===== src/rtl/cla_pkg.sv =====
`default_nettype none
// ============================================================================
// Module   : cla_pkg
// Brief    : Shared operation encoding and sizing constants for the
//            pipelined carry-lookahead adder.
// Revision : 1.0
// ============================================================================
package cla_pkg;

   typedef enum logic {
      CLA_ADD = 1'b0,
      CLA_SUB = 1'b1
   } cla_op_e;

   localparam int CLA_DEF_WIDTH = 16;
   localparam int CLA_DEF_GROUP = 4;
   localparam int CLA_MAX_GROUP = 8;

endpackage
`default_nettype wire


===== src/rtl/cla_group.sv =====
`default_nettype none
// ============================================================================
// Module   : cla_group
// Brief    : Combinational GROUP-bit carry-lookahead slice (a, b, ci -> s, co).
// Revision : 1.0
// ============================================================================
module cla_group
   import cla_pkg::*;
#(
   parameter int GROUP = CLA_DEF_GROUP
) (
   input  logic [GROUP-1:0] a,
   input  logic [GROUP-1:0] b,
   input  logic             ci,
   output logic [GROUP-1:0] s,
   output logic             co
);

   generate
      if ((GROUP < 1) || (GROUP > CLA_MAX_GROUP)) begin : g_bad_group
         $error("cla_group: GROUP out of range");
      end
   endgenerate

   logic [GROUP-1:0] g;
   logic [GROUP-1:0] p;
   logic [GROUP:0]   c;
   logic             run_p;
   logic             term;

   assign g = a & b;
   assign p = a ^ b;

   // Each carry is the flat sum-of-products g[j] & p[i..j+1], never a ripple.
   always_comb begin
      c     = '0;
      run_p = 1'b0;
      term  = 1'b0;
      c[0]  = ci;
      for (int i = 0; i < GROUP; i++) begin
         run_p = 1'b1;
         term  = 1'b0;
         for (int j = i; j >= 0; j--) begin
            term  = term | (run_p & g[j]);
            run_p = run_p & p[j];
         end
         c[i+1] = term | (run_p & ci);
      end
   end

   assign s  = p ^ c[GROUP-1:0];
   assign co = c[GROUP];

endmodule
`default_nettype wire


===== src/rtl/cla_pipe_adder.sv =====
`default_nettype none
// ============================================================================
// Module   : cla_pipe_adder
// Brief    : Valid/ready pipelined adder/subtractor, one lookahead group per
//            stage; latency WIDTH/GROUP cycles, one result per cycle.
// Revision : 1.0
// ============================================================================
module cla_pipe_adder
   import cla_pkg::*;
#(
   parameter int WIDTH = CLA_DEF_WIDTH,
   parameter int GROUP = CLA_DEF_GROUP
) (
   input  logic             clk,
   input  logic             rst_n,
   input  logic             in_valid,
   output logic             in_ready,
   input  logic [WIDTH-1:0] a,
   input  logic [WIDTH-1:0] b,
   input  logic             cin,
   input  logic             op,
   output logic             out_valid,
   input  logic             out_ready,
   output logic [WIDTH-1:0] sum,
   output logic             cout,
   output logic             ovf,
   output logic             zero
);

   localparam int NGRP = WIDTH / GROUP;

   generate
      if ((GROUP < 1) || (GROUP > CLA_MAX_GROUP) || (WIDTH < GROUP) ||
          ((WIDTH % GROUP) != 0)) begin : g_bad_params
         $error("cla_pipe_adder: illegal WIDTH/GROUP combination");
      end
   endgenerate

   logic             out_valid_d, out_valid_q;
   logic [WIDTH-1:0] sum_d, sum_q;
   logic             cout_d, cout_q;
   logic             ovf_d, ovf_q;
   logic             zero_d, zero_q;
   logic             advance;
   logic             msb_ci;

   assign advance  = !out_valid_q || out_ready;
   assign in_ready = advance;

   // Stage k holds a word whose low slice is operand-a slice k and whose upper
   // slices are the sum slices already produced, rotated so that after the last
   // stage the word is the finished sum in natural bit order. The b remainder
   // shrinks by GROUP bits per stage.
   generate
      for (genvar k = 0; k < NGRP; k++) begin : g_stage
         localparam int RW = WIDTH - k * GROUP;

         logic             v_d, v_q;
         logic [WIDTH-1:0] acc_d, acc_q;
         logic [RW-1:0]    brem_d, brem_q;
         logic             c_d, c_q;
         logic [GROUP-1:0] s;
         logic             co;
         logic [WIDTH-1:0] acc_nxt;

         cla_group #(
            .GROUP (GROUP)
         ) u_grp (
            .a  (acc_q[GROUP-1:0]),
            .b  (brem_q[GROUP-1:0]),
            .ci (c_q),
            .s  (s),
            .co (co)
         );

         if (NGRP > 1) begin : g_rot
            assign acc_nxt = {s, acc_q[WIDTH-1:GROUP]};
         end else begin : g_norot
            assign acc_nxt = s;
         end

         if (k == 0) begin : g_head
            always_comb begin
               v_d    = v_q;
               acc_d  = acc_q;
               brem_d = brem_q;
               c_d    = c_q;
               if (advance) begin
                  v_d    = in_valid;
                  acc_d  = a;
                  brem_d = (op == CLA_SUB) ? ~b : b;
                  c_d    = (op == CLA_SUB) ? 1'b1 : cin;
               end
            end
         end else begin : g_body
            always_comb begin
               v_d    = v_q;
               acc_d  = acc_q;
               brem_d = brem_q;
               c_d    = c_q;
               if (advance) begin
                  v_d    = g_stage[k-1].v_q;
                  acc_d  = g_stage[k-1].acc_nxt;
                  brem_d = g_stage[k-1].brem_q[RW+GROUP-1:GROUP];
                  c_d    = g_stage[k-1].co;
               end
            end
         end

         always_ff @(posedge clk or negedge rst_n) begin
            if (!rst_n) begin
               v_q    <= 1'b0;
               acc_q  <= '0;
               brem_q <= '0;
               c_q    <= 1'b0;
            end else begin
               v_q    <= v_d;
               acc_q  <= acc_d;
               brem_q <= brem_d;
               c_q    <= c_d;
            end
         end
      end
   endgenerate

   // Carry into the MSB recovered from the top sum bit and its effective operands.
   assign msb_ci = g_stage[NGRP-1].s[GROUP-1] ^ g_stage[NGRP-1].acc_q[GROUP-1] ^
                   g_stage[NGRP-1].brem_q[GROUP-1];

   always_comb begin
      out_valid_d = out_valid_q;
      sum_d       = sum_q;
      cout_d      = cout_q;
      ovf_d       = ovf_q;
      zero_d      = zero_q;
      if (advance) begin
         out_valid_d = g_stage[NGRP-1].v_q;
         sum_d       = g_stage[NGRP-1].acc_nxt;
         cout_d      = g_stage[NGRP-1].co;
         ovf_d       = msb_ci ^ g_stage[NGRP-1].co;
         zero_d      = (g_stage[NGRP-1].acc_nxt == '0);
      end
   end

   always_ff @(posedge clk or negedge rst_n) begin
      if (!rst_n) begin
         out_valid_q <= 1'b0;
         sum_q       <= '0;
         cout_q      <= 1'b0;
         ovf_q       <= 1'b0;
         zero_q      <= 1'b0;
      end else begin
         out_valid_q <= out_valid_d;
         sum_q       <= sum_d;
         cout_q      <= cout_d;
         ovf_q       <= ovf_d;
         zero_q      <= zero_d;
      end
   end

   assign out_valid = out_valid_q;
   assign sum       = sum_q;
   assign cout      = cout_q;
   assign ovf       = ovf_q;
   assign zero      = zero_q;

endmodule
`default_nettype wire


===== config.mk =====
export PLATFORM = sky130hd
export DESIGN_NAME = cla_pipe_adder
export DESIGN_NICKNAME = d
export VERILOG_FILES = /design/src/rtl/cla_pkg.sv /design/src/rtl/cla_group.sv /design/src/rtl/cla_pipe_adder.sv
export SDC_FILE = /design/constraint.sdc
export NUM_CORES = 1
export LEC_CHECK = 0
export CAP_MARGIN = 10
export CORE_ASPECT_RATIO = 1.75
export CORE_MARGIN = 3
export CORE_UTILIZATION = 63
export CTS_BUF_LIST = sky130_fd_sc_hd__clkbuf_8
export DETAILED_ROUTE_END_ITERATION = 7
export GPL_ROUTABILITY_DRIVEN = 0
export PLACE_DENSITY_LB_ADDON = 0.08
export REMOVE_ABC_BUFFERS = 1
export SYNTH_ARGS = -nofsm -noshare
export SYNTH_HDL_FRONTEND = slang
export SYNTH_SLANG_ARGS = --single-unit

===== constraint.sdc =====
create_clock -name clk -period 3 [get_ports clk]
set_input_delay 0.3 -clock clk [delete_from_list [all_inputs] [get_ports clk]]
set_output_delay 0.3 -clock clk [all_outputs]
set_load 0.005 [all_outputs]

; After elaboration in Yosys (flattened, before gate mapping)
; Cells that the tools add are included.
[op_classes]
muxes = 2
reduce_logical = 3
n_bitwise = 120
[ops]
columns = op, n
row1 = bitwise AND 1 bit, 64
row2 = OR 1 bit, 40
row3 = XOR 4 bit, 8
row4 = bitwise AND 4 bit, 4
row5 = zero test 16 bit, 1
row6 = 2-to-1 mux 16 bit, 1
row7 = inverter 16 bit, 1
row8 = XOR 1 bit, 3
row9 = zero test 1 bit, 1
row10 = logical OR 1 bit, 1
row11 = 2-to-1 mux 1 bit, 1
[totals]
register_bits = 132
inputBits = 38
word_cells = 146
out_inout_bits = 21

; Logic depth before layout (Yosys ltp)
; Gate-level depths: netlist (run 1).
[depth]
depth_word = 9
ltp_mapped = 7
ltp_nobuf = 6

; Cells and area by module
; Synthesis (run 1) repeated with hierarchy kept, for this count alone.
[unflattened]
hier_cells = 392
hier_area_um2 = 5870.6
[by_module_without_submodules]
columns = mod, cells_each, area_each_um2, instances
row1 = cla_pipe_adder, 328, 5295.1, 1
row2 = cla_group at g_stage[0].u_grp ..., 17, 147.6, 3
row3 = cla_group at g_stage[3].u_grp, 13, 132.6, 1

; Worst setup path after synthesis (run 1)
; Ideal clock, no wire load.
[synth_timing]
path_type = reg-to-reg
start = reg g_stage[3].acc_q[0]
end = reg ovf_q, in the netlist ovf
synth_period_minus_slack_ns = 1.763
setup_slack_ns = 1.237
stages_incl_launch_ff = 7
setup_time_ns = 0.095
arrival_ns = 1.667
path_cell_list = dfrtp_1 ha_1 a211o_1 a21oi_4 xnor2_1 o211a_1 o31ai_1
[synth_via]
elab_chain_cells = 8
[synth_lines]
columns = element, line
row1 = start: declaration, cla_pipe_adder.sv:59  ; logic [WIDTH-1:0] acc_d, acc_q;
row2 = start signal: assignment, cla_pipe_adder.sv:113  ; acc_q <= '0;
row3 = start signal: assignment, cla_pipe_adder.sv:118  ; acc_q <= acc_d;
row4 = bitwise AND 4 bit / XOR 4 bit (equally long branches), "cla_group.sv:31, cla_group.sv:32"
row5 = bitwise AND 1 bit (on tied branches), "cla_group.sv:44, cla_group.sv:45"
row6 = OR 1 bit / bitwise AND 1 bit (equally long branches), "cla_group.sv:44, cla_group.sv:47"
row7 = OR 1 bit, cla_group.sv:47  ; c[i+1] = term | (run_p & ci);
row8 = XOR 4 bit, cla_group.sv:51  ; assign s = p ^ c[GROUP-1:0];
row9 = XOR 1 bit (2 in a row), cla_pipe_adder.sv:127  ; assign msb_ci = g_stage[NGRP-1].s[GROUP-1] ^ g_stage[NGRP-1].acc_q[GROUP-1] ^
row10 = XOR 1 bit (*), cla_pipe_adder.sv:140  ; ovf_d = msb_ci ^ g_stage[NGRP-1].co;
row11 = end signal: assignment, cla_pipe_adder.sv:156  ; ovf_q <= ovf_d;
row12 = end: declaration, cla_pipe_adder.sv:42  ; logic ovf_d, ovf_q;
; Mark *: on every way between the ends. The rest lies on a longest branch, timed or not.
; A chain may end at the register's enable or synchronous reset.

; Worst setup path after layout (run 1)
[layout_timing]
start = reg out_valid_q, in the netlist out_valid
end = out in_ready
[layout_via]
elab_chain_cells = 2
[layout_lines]
columns = element, line
row1 = start: declaration, cla_pipe_adder.sv:39  ; logic out_valid_d, out_valid_q;
row2 = start signal: assignment, cla_pipe_adder.sv:153  ; out_valid_q <= out_valid_d;
row3 = zero test 1 bit, cla_pipe_adder.sv:47  ; assign advance = !out_valid_q || out_ready;
row4 = logical OR 1 bit, cla_pipe_adder.sv:47
row5 = end: declaration, cla_pipe_adder.sv:17  ; output logic in_ready,
; No other way between the ends.

==> results.py, run 1 <==
metrics = {
    "final_layout": {
        "fin_nets": 719,
        "drive_above_1_share_pct": 5.80,
        "diodes": 0,
        "fillers": 619,
        "final_util_pct": 78.0,
        "final_cells": 787,
        "syn2layout_area_growth_pct": 18.5,
        "final-seq-area_um2": 3300,
        "multiInputGateArea_um2": 2150,
    },
    "synth": {
        "ys.flop_type": "dfrtp_1",
        "synthMuxAreaShare_pct": 0,
        "synth_top_area_share_pct": 59.2,
        "synth_most_common_cell": "nand2_1",
        "synth_top_family_by_area": "simple AND/OR/NAND/NOR gates",
        "synthTopCellsByCount": "324 x nand2_1, 132 x dfrtp_1, 28 x xnor2_1",
        "syn-mean-instance-area_um2": 9.20,
        "synthXorXnorAreaFrac_pct": 4.55,
        "yosysWarnings": 0,
        "synth.distinct_cells": 31,
        "synthArstFlopShare_pct": 100,
        "yosysTopAreaCell": "dfrtp_1",
        "yosys-top-cells-area": "dfrtp_1 59%, nand2_1 22%, xnor2_1 4.4%",
        "ys_seq_area_share_pct": 59.2,
        "synth-simple-area-share_pct": 23.0,
        "synth-edff-count": 0,
        "synth-compound-area-share_pct": 5.74,
        "synth-seq-cells": 132,
        "postSynthCellCount": 607,
        "yosys.area_share.adder_pct": 5.02,
        "synth_area_um2": 5580,
    },
    "global_routing": {
        "grt_pass1_wl_um": 16900,
        "grt_util_all_layers_pct": 21.4,
        "grt_max_degree": 109,
        "grt_antenna_before_repair": 0,
        "first_global_vias": 3981,
        "grt_overflow_total": 0,
    },
    "routing": {
        "wl_um": 9570,
        "drc": 0,
        "wl_per_cell_um": 12.2,
        "drt_iter0_markers": 261,
        "vias": 4000,
        "ant_nets": 0,
        "viasPerCell": 5.08,
        "dr.pass1.iters": 4,
    },
    "timing": {
        "setup_viol": 0,
        "slew_viol_final": 0,
        "min_period_ps": 2030,
        "post-route-period-util_pct": 67.5,
        "worst_pin_slew_ps": 732,
        "hold_viol_final": 0,
        "max_freq_mhz": 494,
        "whs_ps": 400,
        "fin_skew_ps": 7.15,
        "rsz0062_at_grt": "false",
        "slew_headroom_pct": 51.2,
    },
    "clock_network": {
        "cts_buffers": 17,
        "htreeDepth": 4,
        "root_buffer": "clkbuf_8",
        "cts_tree": "yes",
        "worstSkewPairLatency_ps": 430,
        "clkTransAtPathRegs_ps": 70,
        "cts_num_sinks": 132,
        "cts.repair.resized": 0,
        "cts_setup_buffers": 0,
        "cts_buffer_depth": 2,
    },
    "floorplanning": {
        "start_util_pct": 65.8,
        "die_width_um": 77.2,
        "fp.coreArea_um2": 8480,
        "die_area_um2": 10100,
        "ios": 59,
        "rows": 44,
        "die_y_um": 131,
    },
    "worst_setup_path": {
        "endpoint_kind": "primary output",
        "path_max_fanout": 14,
        "arrival_ps": 1730,
        "crit_type": "reg2out",
        "critical_path.startpoint_type": "flip-flop",
        "worst-endpoint-required_ps": 2700,
        "r2r_slack_ps": 1080,
    },
    "pwr": {
        "p_per_area_nw_per_um2": 1010,
        "power_leakage_uw": 0.00334,
        "ir_drop_mv": 0.773,
    },
    "job": {
        "cap_viol_max_count": 0,
    },
    "placed_design": {
        "port_buffers": 58,
        "dpl.hpwl_um": 6290,
        "place_inst": 756,
    },
    "hold_path": {
        "hold_class": "in2reg",
    },
    "run_status": {
        "status": "finished clean",
    },
}
[metrics by stage]
stage / power, uW / worst slack [ps] / setup TNS [ps] / area, um2
after detailed placement: 5490 / 871 / 0 / 6270
after global routing: 7290 / 850 / 0 / 6620
final: 6700 / 975 / 0 / 6620
after global placement: 5310 / 934 / 0 / 6270
after floorplan: 4700 / -5230 / -624430 / 5460
after CTS: 6780 / 933 / 0 / 6620
[critical path, cell delays in order, from the launching register on]
cell             delay [ps]
dfrtp_1                 350
nor2b_4                 340
clkinv_2                140
clkdlybuf4s50_1         470
[path summary, 6_finish.rpt]
| kind | endpoint | startpoint | cells past startpoint |
|---|---|---|---|
| setup / recovery | in_ready | out_valid | 3 |
| hold / removal | g_stage[0].acc_q[8] | a[8] | 3 |
| setup reg to reg | ovf | g_stage[3].acc_q[0] | 6 |
| hold reg to reg | g_stage[1].acc_q[11] | g_stage[0].acc_q[15] | 2 |
| max in group asynchronous | g_stage[3].acc_q[7] | rst_n | 3 |
| min in group asynchronous | g_stage[1].acc_q[11] | rst_n | 2 |
[registers in the layout, indices dropped and copies added, names as in the netlist]
signal          count
g_stage.c_q         4
out_valid           1
g_stage.brem_q     40
ovf                 1
cout                1
sum                16
zero                1
g_stage.acc_q      64
g_stage.v_q         4
[metal layers]
layer | global-route usage [%] | routed length (um)
met5 | 0 | 0
met4 | 9.54 | 203
met3 | 5.83 | 337
met2 | 39.0 | 5070
met1 | 23.1 | 3960
[report_power, final]
| group | internal (uW) | switching [uW] | leakage [uW] |
|---|---|---|---|
| sequential | 2570 | 468 | 0.00160 |
| clock | 656 | 608 | 0.000194 |
| combinational | 1130 | 1270 | 0.00154 |
[cell families (layout without fill, tap and decap cells)]
kind of cell,after synthesis,in the layout
flops,132,132
fa+ha+maj,20,20
buf+inv,35,100
xor+xnor,29,29
simple gates,337,337
compound gates,54,54
[final cells by class]
cell class	count	share of cell area (%)
timing repair buffer	65	10.0
multi-input combinational	440	32.5
inverter	5	0.303
sequential	132	49.9
clock inverter	8	0.548
clock buffer	22	4.58
tap	115	2.17
[layout by cell type (no fill, tap or decap)]
cell,instances
a211o_1,1
a211oi_1,1
a21o_1,3
a21oi_1,13
a21oi_4,1
buf_12,2
buf_4,4
buf_6,1
clkbuf_8,22
clkdlybuf4s50_1,57
clkinv_2,6
dfrtp_1,132
dlygate4sd3_1,1
fa_1,4
ha_1,16
inv_1,7
nand2_1,324
nand2b_1,1
nand3_1,1
nand4_1,1
nor2_1,4
nor2b_4,1
nor3_1,1
nor4_1,2
o211a_1,1
o21a_1,1
o21ai_0,27
o21ba_2,1
o21bai_1,3
o31ai_1,2
or2_2,1
or4_1,1
xnor2_1,28
xor2_1,1
[what timing repair did]
action | in CTS | in global routing
hold buffers | 1 | 0
endpoints found under the setup margin | 0 | 0
hold endpoints to repair | 77 | 0
Power figures use the tool's default switching activity.
==> run 2, diff against run 1 <==
Settings changed: CORE_UTILIZATION 63 to 58.
Clock period 3 ns to 2.1 ns, I/O delays scaled along.
==> results.py, run 2 (synthesis results as in run 1) <==
metrics = {
    "run_status": {
        "status": "finished clean",
    },
    "timing": {
        "setup_tns_ps": 0,
        "slew_headroom_pct": 63.9,
        "postLayoutSetupSlackWorst_ps": 144,
        "slew_viol_final": 0,
        "setup_viol": 0,
        "post-route-period-util_pct": 93.1,
        "rsz0062_at_grt": "false",
        "min_period_ps": 1960,
        "whs_ps": 281,
        "fin_skew_ps": 9.75,
        "hold_viol_final": 0,
        "worst_pin_slew_ps": 537,
        "max_freq_mhz": 511,
    },
    "floorplanning": {
        "die_area_um2": 10900,
        "die_y_um": 136,
        "fp.coreArea_um2": 9210,
        "ios": 59,
        "rows": 46,
        "die_width_um": 80.2,
        "start_util_pct": 60.6,
    },
    "pwr": {
        "ir_drop_mv": 0.958,
        "power_leakage_uw": 0.00340,
        "switching_power_uw": 3390,
        "power_uw": 10100,
        "internal_power_uw": 6730,
        "power.share.clock_pct": 23.3,
        "pwr-share-comb_pct": 34.0,
        "pwr-share-seq_pct": 42.8,
        "switching_share_pct": 33.5,
        "p_per_area_nw_per_um2": 1500,
    },
    "global_routing": {
        "top_usage_layer": "met2",
        "grt_util_all_layers_pct": 19.9,
        "grt_overflow_total": 0,
        "first_global_vias": 3910,
        "grt_pass1_wl_um": 16800,
        "grt_max_degree": 109,
        "grt_util_met2_pct": 35.8,
        "grt_antenna_before_repair": 0,
        "met3_usage_pct": 5.33,
        "met1_usage_pct": 21.9,
    },
    "clock_network": {
        "cts_num_sinks": 132,
        "htreeDepth": 4,
        "root_buffer": "clkbuf_8",
        "clkTransAtPathRegs_ps": 70,
        "cts_buffers": 17,
        "cts_buffer_depth": 2,
        "cts_tree": "yes",
        "worstSkewPairLatency_ps": 430,
    },
    "routing": {
        "wl_um": 9740,
        "vias": 3984,
        "wl_per_cell_um": 12.2,
        "drc": 0,
        "viasPerCell": 5.01,
        "drt_iter0_markers": 185,
        "ant_nets": 0,
        "dr.pass1.iters": 4,
    },
    "final_layout": {
        "diodes": 0,
        "fin_nets": 721,
        "syn2layout_area_growth_pct": 21.2,
        "largest_reg_flops": 64,
        "final-seq-area_um2": 3300,
        "fillers": 703,
        "mostFrequentLayoutCell": "nand2_1",
        "final_area_um2": 6770,
        "multiInputGateArea_um2": 2150,
        "regMostFlops": "g_stage.acc_q",
        "final_cell_mix": "324 x nand2_1, 132 x dfrtp_1, 57 x clkdlybuf4s50_1",
        "drive_above_1_share_pct": 6.66,
    },
    "placed_design": {
        "port_buffers": 58,
        "placedInstanceArea_um2": 6300,
        "dpl.hpwl_um": 6440,
        "dp_slack_ps": 135,
    },
    "worst_setup_path": {
        "path_max_fanout": 3,
        "worst-endpoint-required_ps": 2440,
        "slowest_delay_ps": 600,
        "critical_path.startpoint_type": "flip-flop",
        "arrival_ps": 2290,
        "endpoint_kind": "flip-flop",
        "cp_slowest_cell": "or4_1",
        "crit_chain": "or4_1 > nor4_1 > nand4_1 > o31ai_1",
        "crit_type": "reg2reg",
    },
    "job": {
        "cap_viol_max_count": 0,
    },
    "hold_path": {
        "hold_class": "in2async",
    },
}
[run 2: cell types whose count changed in the layout (fill, tap and decap cells not counted)]
| cell | delta |
|---|---|
| buf_12 | +1 |
| buf_4 | +1 |
| bufinv_16 | +4 |
| clkinv_2 | -1 |
| clkinvlp_4 | +1 |
| inv_1 | -2 |
[run 2: worst paths after layout]
check | startpoint | end | slack, ps | depth (start not counted)
worst min register to register | sum[10] | sum[10] | 460 | 2
worst max register to register | g_stage[3].acc_q[9] | zero | 140 | 4
min in group clk | in_valid | g_stage[0].v_q | 310 | 3
worst max-delay path | g_stage[3].acc_q[9] | zero | 140 | 4
max in group asynchronous | rst_n | g_stage[1].acc_q[6] | 1160 | 3
worst min-delay path | rst_n | g_stage[0].acc_q[15] | 280 | 2
[run 2: critical path, delay by kind of cell, from the launching register on]
kind             cells  cell delay [ps]
AND/OR/NAND/NOR      3             1240
flip-flops           1              400
AO/OA/AOI/OAI        1              220
[run 2: area by class of cell]
class                           instances  area share [%]
Clock buffer                           22            4.48
Clock inverter                         10            2.24
Inverter                                5           0.296
Multi-Input combinational cell        440            31.8
Sequential cell                       132            48.8
Tap cell                              120            2.22
Timing Repair Buffer                   67            10.2
[run 2: stage by stage]
| step | utilization, % | instances |
|---|---|---|
| 2_1_floorplan | - | 577 |
| 3_3_place_gp | 68.4 | 763 |
| 3_5_place_dp | 68.4 | 763 |
| 4_1_cts | 73.5 | 796 |
| 5_1_grt | 73.5 | 796 |
| 6_report | 73.5 | 796 |
[run 2: repair_timing]
action | CTS | global route
buffers inserted | 0 | 0
endpoints found under the hold margin | 48 | 0
resized for setup | 0 | 0
hold buffers | 1 | 0
[run 2: layer usage]
layer | up-vias | wire length (um)
met5 | - | 0
met4 | 0 | 137
met1 | 1891 | 3910
li1 | 2008 | -
met3 | 12 | 387
met2 | 73 | 5310
[run 2: power by group through the flow]
| stage | sequential, uW | clock [uW] | combinational [uW] |
|---|---|---|---|
| floorplan | 4220 | 0 | 2450 |
| global placement | 4330 | 0 | 3310 |
| detailed placement | 4380 | 0 | 3480 |
| CTS | 4340 | 2390 | 3520 |
| global route | 4470 | 2500 | 3980 |
| finish | 4330 | 2360 | 3440 |
==> run 3, diff against run 2 <==
Settings changed: CAP_MARGIN 10 to 20.
==> results of run 3 <==
Final layout, timing and power as in run 2 (identical DEF).
